## config.mk

```make
export PLATFORM = sky130hd
export DESIGN_NAME = tbird_input_cond
export DESIGN_NICKNAME = d
export VERILOG_FILES = /design/src/rtl/tbird_pkg.sv /design/src/rtl/tbird_debounce.sv /design/src/rtl/tbird_input_cond.sv
export SDC_FILE = /design/constraint.sdc
export NUM_CORES = 1
export LEC_CHECK = 0
export CORE_MARGIN = 8
export CORE_UTILIZATION = 51
export CTS_BUF_LIST = sky130_fd_sc_hd__clkbuf_16
export CTS_CLUSTER_DIAMETER = 200
export DETAILED_ROUTE_END_ITERATION = 8
export PLACE_DENSITY = 0.74
export REMOVE_ABC_BUFFERS = 1
export SETUP_SLACK_MARGIN = 0.4
export SYNTH_ARGS = -nofsm -noshare
export SYNTH_HDL_FRONTEND = slang
export SYNTH_SLANG_ARGS = --single-unit
```

## constraint.sdc

```tcl
create_clock -name CLOCK -period 1.7 [get_ports CLOCK]
set_input_delay 0.17 -clock CLOCK [delete_from_list [all_inputs] [get_ports CLOCK]]
set_output_delay 0.17 -clock CLOCK [all_outputs]
set_load 0.05 [all_outputs]
```

## src/rtl/tbird_pkg.sv

```systemverilog
// Shared defaults, channel indices and helpers for the Thunderbird input
// conditioning stage.
package tbird_pkg;

  localparam int DEB_CYCLES_DEF = 4;
  localparam int TICK_DIV_DEF   = 5;

  localparam int NUM_CH  = 3;
  localparam int CH_IZQ  = 0;
  localparam int CH_DER  = 1;
  localparam int CH_EMER = 2;

  function automatic int deb_cnt_w(input int deb_cycles);
    int w;
    w = $clog2(deb_cycles);
    return (w < 1) ? 1 : w;
  endfunction

  function automatic int tick_cnt_w(input int tick_div);
    int w;
    w = $clog2(tick_div);
    return (w < 1) ? 1 : w;
  endfunction

  // Left+right together is treated as a hazard request, so the three
  // command bits can never be high at the same time.
  function automatic logic [NUM_CH-1:0] resolve(input logic [NUM_CH-1:0] st);
    logic [NUM_CH-1:0] cmd;
    cmd[CH_EMER] = st[CH_EMER] | (st[CH_IZQ] & st[CH_DER]);
    cmd[CH_IZQ]  = st[CH_IZQ] & ~cmd[CH_EMER];
    cmd[CH_DER]  = st[CH_DER] & ~cmd[CH_EMER];
    return cmd;
  endfunction

endpackage

```

## src/rtl/tbird_debounce.sv

```systemverilog
// One switch channel: two-flop synchronizer followed by a stable-level
// debouncer that needs DEB_CYCLES consecutive differing samples to flip.
module tbird_debounce
  import tbird_pkg::*;
#(
  parameter int DEB_CYCLES = DEB_CYCLES_DEF
) (
  input  logic clk,
  input  logic srst,
  input  logic raw,
  output logic st,
  output logic st_next
);

  localparam int CW = deb_cnt_w(DEB_CYCLES);
  localparam logic [CW-1:0] CNT_LAST = CW'(DEB_CYCLES - 1);

  logic          s1_reg;
  logic          s2_reg;
  logic          st_reg;
  logic [CW-1:0] cnt_reg;
  logic [CW-1:0] cnt_next;

  always_comb begin
    st_next  = st_reg;
    cnt_next = '0;
    if (s2_reg != st_reg) begin
      if (cnt_reg == CNT_LAST) begin
        st_next = s2_reg;
      end else begin
        cnt_next = cnt_reg + 1'b1;
      end
    end
  end

  always_ff @(posedge clk) begin
    if (srst) begin
      s1_reg  <= 1'b0;
      s2_reg  <= 1'b0;
      st_reg  <= 1'b0;
      cnt_reg <= '0;
    end else begin
      s1_reg  <= raw;
      s2_reg  <= s1_reg;
      st_reg  <= st_next;
      cnt_reg <= cnt_next;
    end
  end

  assign st = st_reg;

endmodule

```

## src/rtl/tbird_input_cond.sv

```systemverilog
// Conditions the raw turn/hazard switches into exclusive IZQ/DER/EMER
// requests and generates the blink step enable TICK.
module tbird_input_cond
  import tbird_pkg::*;
#(
  parameter int DEB_CYCLES = DEB_CYCLES_DEF,
  parameter int TICK_DIV   = TICK_DIV_DEF
) (
  input  logic CLOCK,
  input  logic RESET,
  input  logic IZQ_RAW,
  input  logic DER_RAW,
  input  logic EMER_RAW,
  output logic IZQ,
  output logic DER,
  output logic EMER,
  output logic TICK
);

  localparam int DW = tick_cnt_w(TICK_DIV);
  localparam logic [DW-1:0] DIV_LAST = DW'(TICK_DIV - 1);

  logic [NUM_CH-1:0] raw_vec;
  logic [NUM_CH-1:0] st_vec;
  logic [NUM_CH-1:0] st_next_vec;
  logic [NUM_CH-1:0] cmd;
  logic [NUM_CH-1:0] cmd_next;
  logic [DW-1:0]     div_reg;

  assign raw_vec[CH_IZQ]  = IZQ_RAW;
  assign raw_vec[CH_DER]  = DER_RAW;
  assign raw_vec[CH_EMER] = EMER_RAW;

  generate
    for (genvar gi = 0; gi < NUM_CH; gi++) begin : g_ch
      tbird_debounce #(
        .DEB_CYCLES(DEB_CYCLES)
      ) u_deb (
        .clk    (CLOCK),
        .srst   (RESET),
        .raw    (raw_vec[gi]),
        .st     (st_vec[gi]),
        .st_next(st_next_vec[gi])
      );
    end
  endgenerate

  assign cmd      = resolve(st_vec);
  assign cmd_next = resolve(st_next_vec);

  // Comparing against the upcoming command clears the divider on the very
  // edge the new command is registered, so its first step is a full period out.
  always_ff @(posedge CLOCK) begin
    if (RESET) begin
      div_reg <= '0;
    end else if (cmd_next != cmd) begin
      div_reg <= '0;
    end else if (div_reg == DIV_LAST) begin
      div_reg <= '0;
    end else begin
      div_reg <= div_reg + 1'b1;
    end
  end

  assign IZQ  = cmd[CH_IZQ];
  assign DER  = cmd[CH_DER];
  assign EMER = cmd[CH_EMER];
  assign TICK = (div_reg == DIV_LAST);

endmodule

```

==> results.txt <==
Setup violations remaining at the end of the flow were counted as 0. The final non-filler cell area came out at 0.00116 mm^2. The final setup TNS is 0 ns. The final hold violation count came out at 0. Of the post-synthesis cell area, the dominant cell type holds 0.484.

The maximum root-to-sink buffer count is 2. Setup repair after global routing could not meet its margin everywhere. The mean cell area of the mapped netlist is around 10 um^2. The slowest stage of the critical path is the sky130_fd_sc_hd__a2111oi_2 cell. The launching element type of the critical path is a register.

After detailed routing, the average wire length per cell comes to approximately 15 um. The maximum clock frequency came out at a little over 0.6 GHz. The warning count from the yosys run is 0. sky130_fd_sc_hd__dfxtp_1 takes more of the synthesized area than any other cell. The peak supply drop is around 690 uV.

The routed layout has ~560 vias. The die area is between 0.002 and 0.003 mm^2. The vertical die dimension came out at 54.2 um.

By instance count, the leading cell after synthesis is sky130_fd_sc_hd__dfxtp_1. The via density per instance is roughly 5.1. The number of enable-type register cells in the synthesized netlist is 0.

The largest single stage delay on the critical path is roughly 0.36 ns. The number of global-route vias before repair came out at approximately 580. The class of the tightest hold or removal check is reg -> reg. The count of pins over their slew limit came out at 0. The number of instances in the synthesized netlist is around 70. By area the synthesized netlist is led by sky130_fd_sc_hd__dfxtp_1, sky130_fd_sc_hd__ha_1, sky130_fd_sc_hd__nor2_1. The insertion delay to the later sink of the worst-skew pair came out at between 0.2 and 0.25 ns.

The critical path required time is 1.84 ns. Clock-pin slew was measured on the worst setup and hold paths at around 0.05 ns. The standard cell area after detailed placement came out at slightly below 900 um^2. The area of the mapped netlist came out at between 700 and 800 um^2. Compared with the post-synthesis result, the final layout area differs by 55.8%.

The arrival time of the worst setup path is 1.77 ns. The aggregate global routing overflow came out at 0. The iteration count of the initial detailed-routing pass is 4. The leakage power came out at 0.462 nW. Summing internal, switching and leakage power gives 0.975 mW. TritonCTS created 3 clock buffers. The count of different cell masters after synthesis came out at 22. The hold slack is 0.442 ns.

The number of primary I/O pins is 9. In this run the tightest slew margin relative to its limit is 0.753. The diode insertion count for antenna repair is 0.

Among all flip-flop cells after synthesis, the most frequent one is sky130_fd_sc_hd__dfxtp_1. During placement, the flow inserted port buffers numbering 8. After synthesis, the share of flip-flops with an asynchronous set or reset is 0. The number of placement rows is 13.

The final critical path time including I/O delays and setup is ~1.6 ns. The total detailed-routing wirelength came out at roughly 1600 um. The power per cell area is between 800 and 900 mW/mm^2. The largest net degree at the start of global routing came out at 13. The setup path with the least slack is of type reg -> reg.

In the post-route analysis, the smallest setup slack over all paths is about 0.067 ns. The number of sinks handled by clock tree synthesis is 18. The area of the core is between 0.001 and 0.0015 mm^2.

The final net count is ~100. Measured on the finished design, the core utilization comes to 0.870. The number of hold buffers added after cts came out at 0.

The number of antenna violations at the first check in global routing is 0. Dividing the final minimum period by the clock period gives 0.960. The maximum clock skew at final layout is 0.00378 ns.

The finished layout holds between 100 and 150 standard cells, fillers aside. The width of the die came out at about 54 um. Of all nets on the critical path, the largest fanout is 4. In the final layout, the share of cells above drive strength 1 is 0.430.

The number of cells after detailed placement is 96. The run finished with clean final reports. The number of remaining DRC errors came out at 0. The setup slack after placement came out at -0.0503 ns. The total global-route track usage is 0.121. Ranked by instance count, the synthesized netlist is headed by sky130_fd_sc_hd__dfxtp_1, sky130_fd_sc_hd__nor2_1, sky130_fd_sc_hd__inv_1, sky130_fd_sc_hd__nor2b_1, sky130_fd_sc_hd__ha_1. The root cell of the clock tree is sky130_fd_sc_hd__clkbuf_16. Once detailed placement completed, the half-perimeter wirelength came to 939 um. Max-cap violations in this run came to 0.

For this configuration, the core starts out at a cell density of 0.558. The wire length of the first global-routing pass came out at ~2600 um. The sequential cell area fraction in the yosys report is 0.484. The synthesis-stage register bit count is 18. The critical path goes through ha_4 > mux2i_4 > buf_6 > and3b_1 > o21ai_2 > a2111oi_2. The number of H-tree levels came out at 1.

The number of flip-flops in the largest register is 6. STA classifies the critical path endpoint as a register. TritonCTS built the clock tree. The congestion estimate from routability-driven global placement came to approximately 0.67. The number of nets with antenna violations after routing is 0. The worst-margin pin slew is between 0.3 and 0.4 ns. The first routing iteration left 8 violations.
[layout make-up]
| class | instances | area [um^2] |
|---|---|---|
| Tap cell | 15 | 18.8 |
| Sequential cell | 18 | 372 |
| Multi-Input combinational cell | 46 | 467 |
| Inverter | 6 | 22.5 |
| Timing Repair Buffer | 19 | 201 |
| Clock inverter | 1 | 3.75 |
| Clock buffer | 3 | 75.1 |
| Fill cell | 63 | 174 |
[logic make-up after synthesis]
| kind of cell | after synthesis | share of synthesized area |
|---|---|---|
| AO/OA/AOI/OAI | 7 | 0.0773 |
| multiplexers | 3 | 0.0403 |
| adder cells (fa/ha/maj) | 5 | 0.0840 |
| buffers and inverters | 7 | 0.0353 |
| AND/OR/NAND/NOR | 26 | 0.220 |
| XOR/XNOR | 5 | 0.0588 |
| flip-flops | 18 | 0.484 |
[power by group]
part	switching (mW)	total [mW]	internal, mW	leakage (nW)
Clock	0.144	0.456	0.312	0.0385
Sequential	0.0116	0.449	0.437	0.150
Combinational	0.0312	0.0701	0.0390	0.273
[what timing repair did]
action | in CTS | in global routing
buffers inserted | 3 | 5
gates resized for setup | 25 | 4
pin swaps | 6 | 3
endpoints found under the setup margin | 6 | 6
hold endpoints to repair | 0 | 0
[per-layer routing]
layer  track usage  vias up  part of all wire
li1              -      285                 -
met1         0.136      256              0.45
met2         0.200       12              0.49
met3        0.0441        2             0.053
met4        0.0492        0            0.0062
met5             0        -                 0
[placed cells by master (no fill, tap or decap), types with 2 or more instances in the layout]
| cell | n |
|---|---|
| sky130_fd_sc_hd__dfxtp_1 | 13 |
| sky130_fd_sc_hd__nor2_1 | 10 |
| sky130_fd_sc_hd__buf_4 | 9 |
| sky130_fd_sc_hd__inv_1 | 6 |
| sky130_fd_sc_hd__nor2b_1 | 6 |
| sky130_fd_sc_hd__xnor2_1 | 4 |
| sky130_fd_sc_hd__clkdlybuf4s50_1 | 4 |
| sky130_fd_sc_hd__or3_1 | 3 |
| sky130_fd_sc_hd__mux2i_4 | 3 |
| sky130_fd_sc_hd__a2111oi_2 | 3 |
| sky130_fd_sc_hd__ha_4 | 3 |
| sky130_fd_sc_hd__clkbuf_16 | 3 |
| sky130_fd_sc_hd__dfxtp_2 | 3 |
| sky130_fd_sc_hd__buf_12 | 3 |
| sky130_fd_sc_hd__buf_6 | 3 |
| sky130_fd_sc_hd__nor3b_4 | 2 |
| sky130_fd_sc_hd__o21ai_2 | 2 |
| sky130_fd_sc_hd__ha_1 | 2 |
| sky130_fd_sc_hd__dfxtp_4 | 2 |
[worst paths after layout]
path	start	to	slack (ns)	depth (start not counted)
setup / recovery	g_ch[1].u_deb.cnt_reg[0]$_SDFF_PP0_	div_reg[1]$_SDFF_PP0_	0.07	6
hold / removal	g_ch[2].u_deb.s1_reg$_SDFF_PP0_	g_ch[2].u_deb.s2_reg$_SDFF_PP0_	0.44	1
setup reg to reg	g_ch[1].u_deb.cnt_reg[0]$_SDFF_PP0_	div_reg[1]$_SDFF_PP0_	0.07	6
hold reg to reg	g_ch[2].u_deb.s1_reg$_SDFF_PP0_	g_ch[2].u_deb.s2_reg$_SDFF_PP0_	0.44	1
[worst max-delay path, delay by kind of cell (launching register included)]
kind | cells | cell delay, ns
muxes | 1 | 0.20
AOI/OAI and AO/OA | 2 | 0.46
DFF | 1 | 0.33
adders and majority gates | 1 | 0.17
buffers and inverters | 1 | 0.13
and+or+nand+nor | 1 | 0.23
(Power assumes the default switching activity.)
==> variant 1: new RTL, config.mk and constraints unchanged <==
Set the package constant `TICK_DIV_DEF` to 10 (it was 5).
--- a/src/rtl/tbird_pkg.sv
+++ b/src/rtl/tbird_pkg.sv
@@ -5,3 +5,3 @@
   localparam int DEB_CYCLES_DEF = 4;
-  localparam int TICK_DIV_DEF   = 5;
+  localparam int TICK_DIV_DEF   = 10;
 
Formal check against the unedited RTL: not equivalent (a bounded check fails within 10 cycles, from zero or initial values and one cycle with RESET high).
==> variant 1 against the original RTL <==
  * Worst hold slack got worse by 0.019 ns
  * Cell area rose by 3.6%
  * Area after synthesis rose by 11%
  * Setup slack improved by 0.032 ns
  * Routed wire length rose by 14%
  * Sequential cell count rose by 1
  * Total power rose by 3.9%
==> variant 1: results <==
[status]
status = finished, final reports clean

[route]
wl_met2_um = 920
vias = 630
wl_met3_um = 56
drt_iter0_drc = 16
wl_met1_um = 811

[grt]
grt_max_degree = 18
gr-usage-met2_pct = 17.75
met3_usage_pct = 4.045
grt_pass1_vias = 608
use_met1_pct = 11.37
grt_use_total_pct = 10.74

[power_and_ir_drop]
p_sw_share_pct = 20.15
p_leak_uw = 0.0004440
peakVddDrop_uv = 862.5

[synth]
synth_area_leaders = dfxtp_1, ha_1, nor2_1, nor2b_1, xnor2_1
synth_compound_area_share_pct = 7.100
ys_types = 28
netlist_top_cells_count = dfxtp_1, nor2_1, nor2b_1
ys_seq_area_share_pct = 45.92
muxShareOfSynthArea_pct = 4.985

[floorplanning]
die-area_um2 = 3170

[place]
post_dp_cell_area_um2 = 967.2
hpwl_um = 1064

[finish]
inverters_excl_clock = 5
signal_buffers = 14
design.seq.count = 19
seq_area_share_pct = 32.50
design.final.nets = 109
buf_share_pct = 14.38
nFillCells = 90

[worst_setup_path]
rr_worst_depth = 5
worst-path-max-fanout = 5

[timing]
maxSlewHeadroom_pct = 77.99
finClkSkew_ns = 0.003954
hold_slack_ns = 0.4230
setup_ws_ns = 0.09951

[worst_hold_path]
holdPathEnd = g_ch[0].u_deb.cnt_reg[0]$_SDFF_PP0_
[variant 1: changes by cell type after synthesis, moves of 2 or more]
cell and change:
nand3_1 +2, buf_6 +2, a2111oi_1 -3, nor3_1 +4
nor2_1 +3, nand2_1 +3
[variant 1: metrics by stage]
| step | TNS [ns] | total power, uW | utilization [%] | cells |
|---|---|---|---|---|
| floorplan | -0.4172 | 505.1 | - | 80 |
| global placement | 0 | 526.7 | 63.46 | 108 |
| detailed placement | 0 | 529.1 | 63.46 | 108 |
| CTS | 0 | 1015 | 75.29 | 114 |
| global route | 0 | 1053 | 78.82 | 114 |
| finish | 0 | 1013 | 78.82 | 114 |
[variant 1: critical path, cell delays in order (launching register included)]
cell and delay, ns:
dfxtp_2 0.35, ha_4 0.18, mux2_2 0.39, o31ai_4 0.32, nand3_1 0.14, nor2_1 0.15
[variant 1: repair_timing]
item,in CTS,in global routing
setup endpoints to repair,8,7
setup buffers,2,0
hold buffers,0,0
pin swaps,4,4
resized for setup,20,14
==> variant 2: new RTL, config.mk and constraints unchanged <==
Made on the original files. Put a register stage on the outputs `IZQ`, `DER`, `EMER` and `TICK`, cleared by the reset. The values now appear one clock later.
--- a/src/rtl/tbird_input_cond.sv
+++ b/src/rtl/tbird_input_cond.sv
@@ -64,6 +64,15 @@
 
-  assign IZQ  = cmd[CH_IZQ];
-  assign DER  = cmd[CH_DER];
-  assign EMER = cmd[CH_EMER];
-  assign TICK = (div_reg == DIV_LAST);
+  always_ff @(posedge CLOCK) begin
+    if (RESET) begin
+      IZQ  <= '0;
+      DER  <= '0;
+      EMER <= '0;
+      TICK <= '0;
+    end else begin
+      IZQ  <= cmd[CH_IZQ];
+      DER  <= cmd[CH_DER];
+      EMER <= cmd[CH_EMER];
+      TICK <= (div_reg == DIV_LAST);
+    end
+  end
 
Function: changed (a bounded check fails within 10 cycles, from zero or initial values and one cycle with RESET high).
==> variant 2 against the original RTL <==
  * Cell area rose by 3.9%
  * Routed wire length rose by 21%
  * First-iteration DRC count rose by 75%
  * Fmax rose by 21%
  * Area after synthesis rose by 15%
  * Critical endpoint unchanged
  * Critical path depth fell by 2
  * Cell count rose by 11%
  * Sequential cell count rose by 4
  * Clock power rose by 43%
  * Setup slack improved by 0.28 ns
  * Worst hold slack got worse by 0.0080 ns
  * Total power rose by 29%
  * Global-route usage fell by 0.55 points
==> variant 2: results <==
[status]
status = finished, final reports clean

[grt]
antenna_found_initial = 0
grt_pass1_wl_um = 2918
grt_max_degree = 14
grt_pass1_vias = 631
grt_use_total_pct = 11.51

[finish]
final_cells = 120
drive_gt1_share_pct = 29.13
nFillCells = 116

[timing]
finClkSkew_ns = 0.004465
tightest_slew_ns = 0.5032
hold_slack_ns = 0.4337
setup_viol = 0

[synth]
synthFlopType = dfxtp_1
syn_inst = 85
synth_area_leaders = dfxtp_1, ha_1, nor2_1, nor2b_1, mux2i_1
synth_xor_area_share_pct = 3.070
muxShareOfSynthArea_pct = 3.509
synthAdderAreaFrac_pct = 7.310
ys_types = 26
synthArstFlopShare_pct = 0
ys_seq_area_share_pct = 51.46
synth_compound_area_share_pct = 8.918
yosysWarnings = 0
netlist_top_cells_count = dfxtp_1, nor2_1, nor2b_1

[cts]
h-tree-depth = 1
clkTransAtPathRegs_ns = 0.06
clk_latency_ns = 0.25
clockBufferDepth = 2

[place]
hpwl_um = 1033
gp_congestion = 0.7461
dpl.cell_count = 108
place_ws_ns = 0.2741
io_buffers = 8
post_dp_cell_area_um2 = 948.4

[worst_hold_path]
holdCritPathClass = register to register
min-delay-start = g_ch[0].u_deb.cnt_reg[0]$_SDFF_PP0_
holdPathEnd = g_ch[0].u_deb.cnt_reg[0]$_SDFF_PP0_

[worst_setup_path]
rrSetupSlack_ns = 0.35
rr_startpoint = g_ch[2].u_deb.st$_SDFF_PP0_
worst-path-max-fanout = 4
rr_worst_depth = 4
arrival_ns = 1.50
r2r_end = div_reg[1]$_SDFF_PP0_

[power_and_ir_drop]
p_leak_uw = 0.0004976
peakVddDrop_uv = 823.5

[route]
drtPass1Iterations = 4
drt_iter0_drc = 14
wl_um = 1954
viasPerCell = 5.258
variant 2: changes by cell type in the layout (fill, tap and decap cells not counted), sizes merged, moves of 3 or more:
| cell | unedited run | this run |
|---|---|---|
| dfxtp | 18 | 22 |
| dlygate4sd2 | 0 | 4 |
| a2111oi | 3 | 0 |
| nor2 | 10 | 15 |
| buf | 15 | 11 |
variant 2: worst max-delay path, stage by stage, from the launching register on:
cell,delay (ns)
dfxtp_4,0.35
or3b_4,0.41
o2bb2ai_4,0.13
a32oi_2,0.26
nor2b_1,0.08
variant 2: what timing repair did:
| item | in CTS | in global routing |
|---|---|---|
| resized for setup | 20 | 7 |
| pin swaps | 3 | 5 |
| setup endpoints to repair | 7 | 3 |
| setup buffers | 6 | 2 |
variant 2: layout make-up:
type / count / area [um2] / share of cell area [%]
clock inverter: 1 / 30.03 / 2.492
sequential: 22 / 450.4 / 37.38
multi-input combinational: 53 / 451.7 / 37.49
inverter: 5 / 18.77 / 1.558
timing repair buffer: 19 / 157.7 / 13.08
tap: 17 / 21.27 / 1.765
clock buffer: 3 / 75.07 / 6.231
variant 2: where the power goes:
group / switching (uW) / internal [uW]
clock: 185 / 467
sequential: 12.2 / 530
combinational: 26.4 / 31.8
variant 2: logic make-up after synthesis:
| kind of cell | after synthesis |
|---|---|
| muxes | 3 |
| xor gates and xnor gates | 3 |
| buffers and inverters | 10 |
| DFF | 22 |
| AOI/OAI and AO/OA | 10 |
| adders and majority gates | 5 |
| and+or+nand+nor | 32 |
variant 2: worst max-delay path by stage:
stage                                 end                                 from  slack, ns
finish              div_reg[1]$_SDFF_PP0_          g_ch[2].u_deb.st$_SDFF_PP0_       0.35
global route        div_reg[1]$_SDFF_PP0_  g_ch[2].u_deb.cnt_reg[0]$_SDFF_PP0_       0.30
CTS                 div_reg[1]$_SDFF_PP0_          g_ch[1].u_deb.st$_SDFF_PP0_       0.36
detailed placement  div_reg[1]$_SDFF_PP0_  g_ch[1].u_deb.cnt_reg[0]$_SDFF_PP0_       0.27
global placement    div_reg[2]$_SDFF_PP0_                                RESET       0.34
floorplan           div_reg[2]$_SDFF_PP0_          g_ch[0].u_deb.st$_SDFF_PP0_       0.44
variant 2: per-layer routing:
metal | share of wire (%) | GRT usage (%) | wire, um | vias up
li1 | - | - | - | 318
met3 | 3.5 | 3.104 | 69 | 5
met5 | 0 | 0 | 0 | -
met4 | 1.8 | 6.040 | 35 | 0
met1 | 46 | 12.83 | 892 | 294
met2 | 49 | 19.38 | 957 | 14
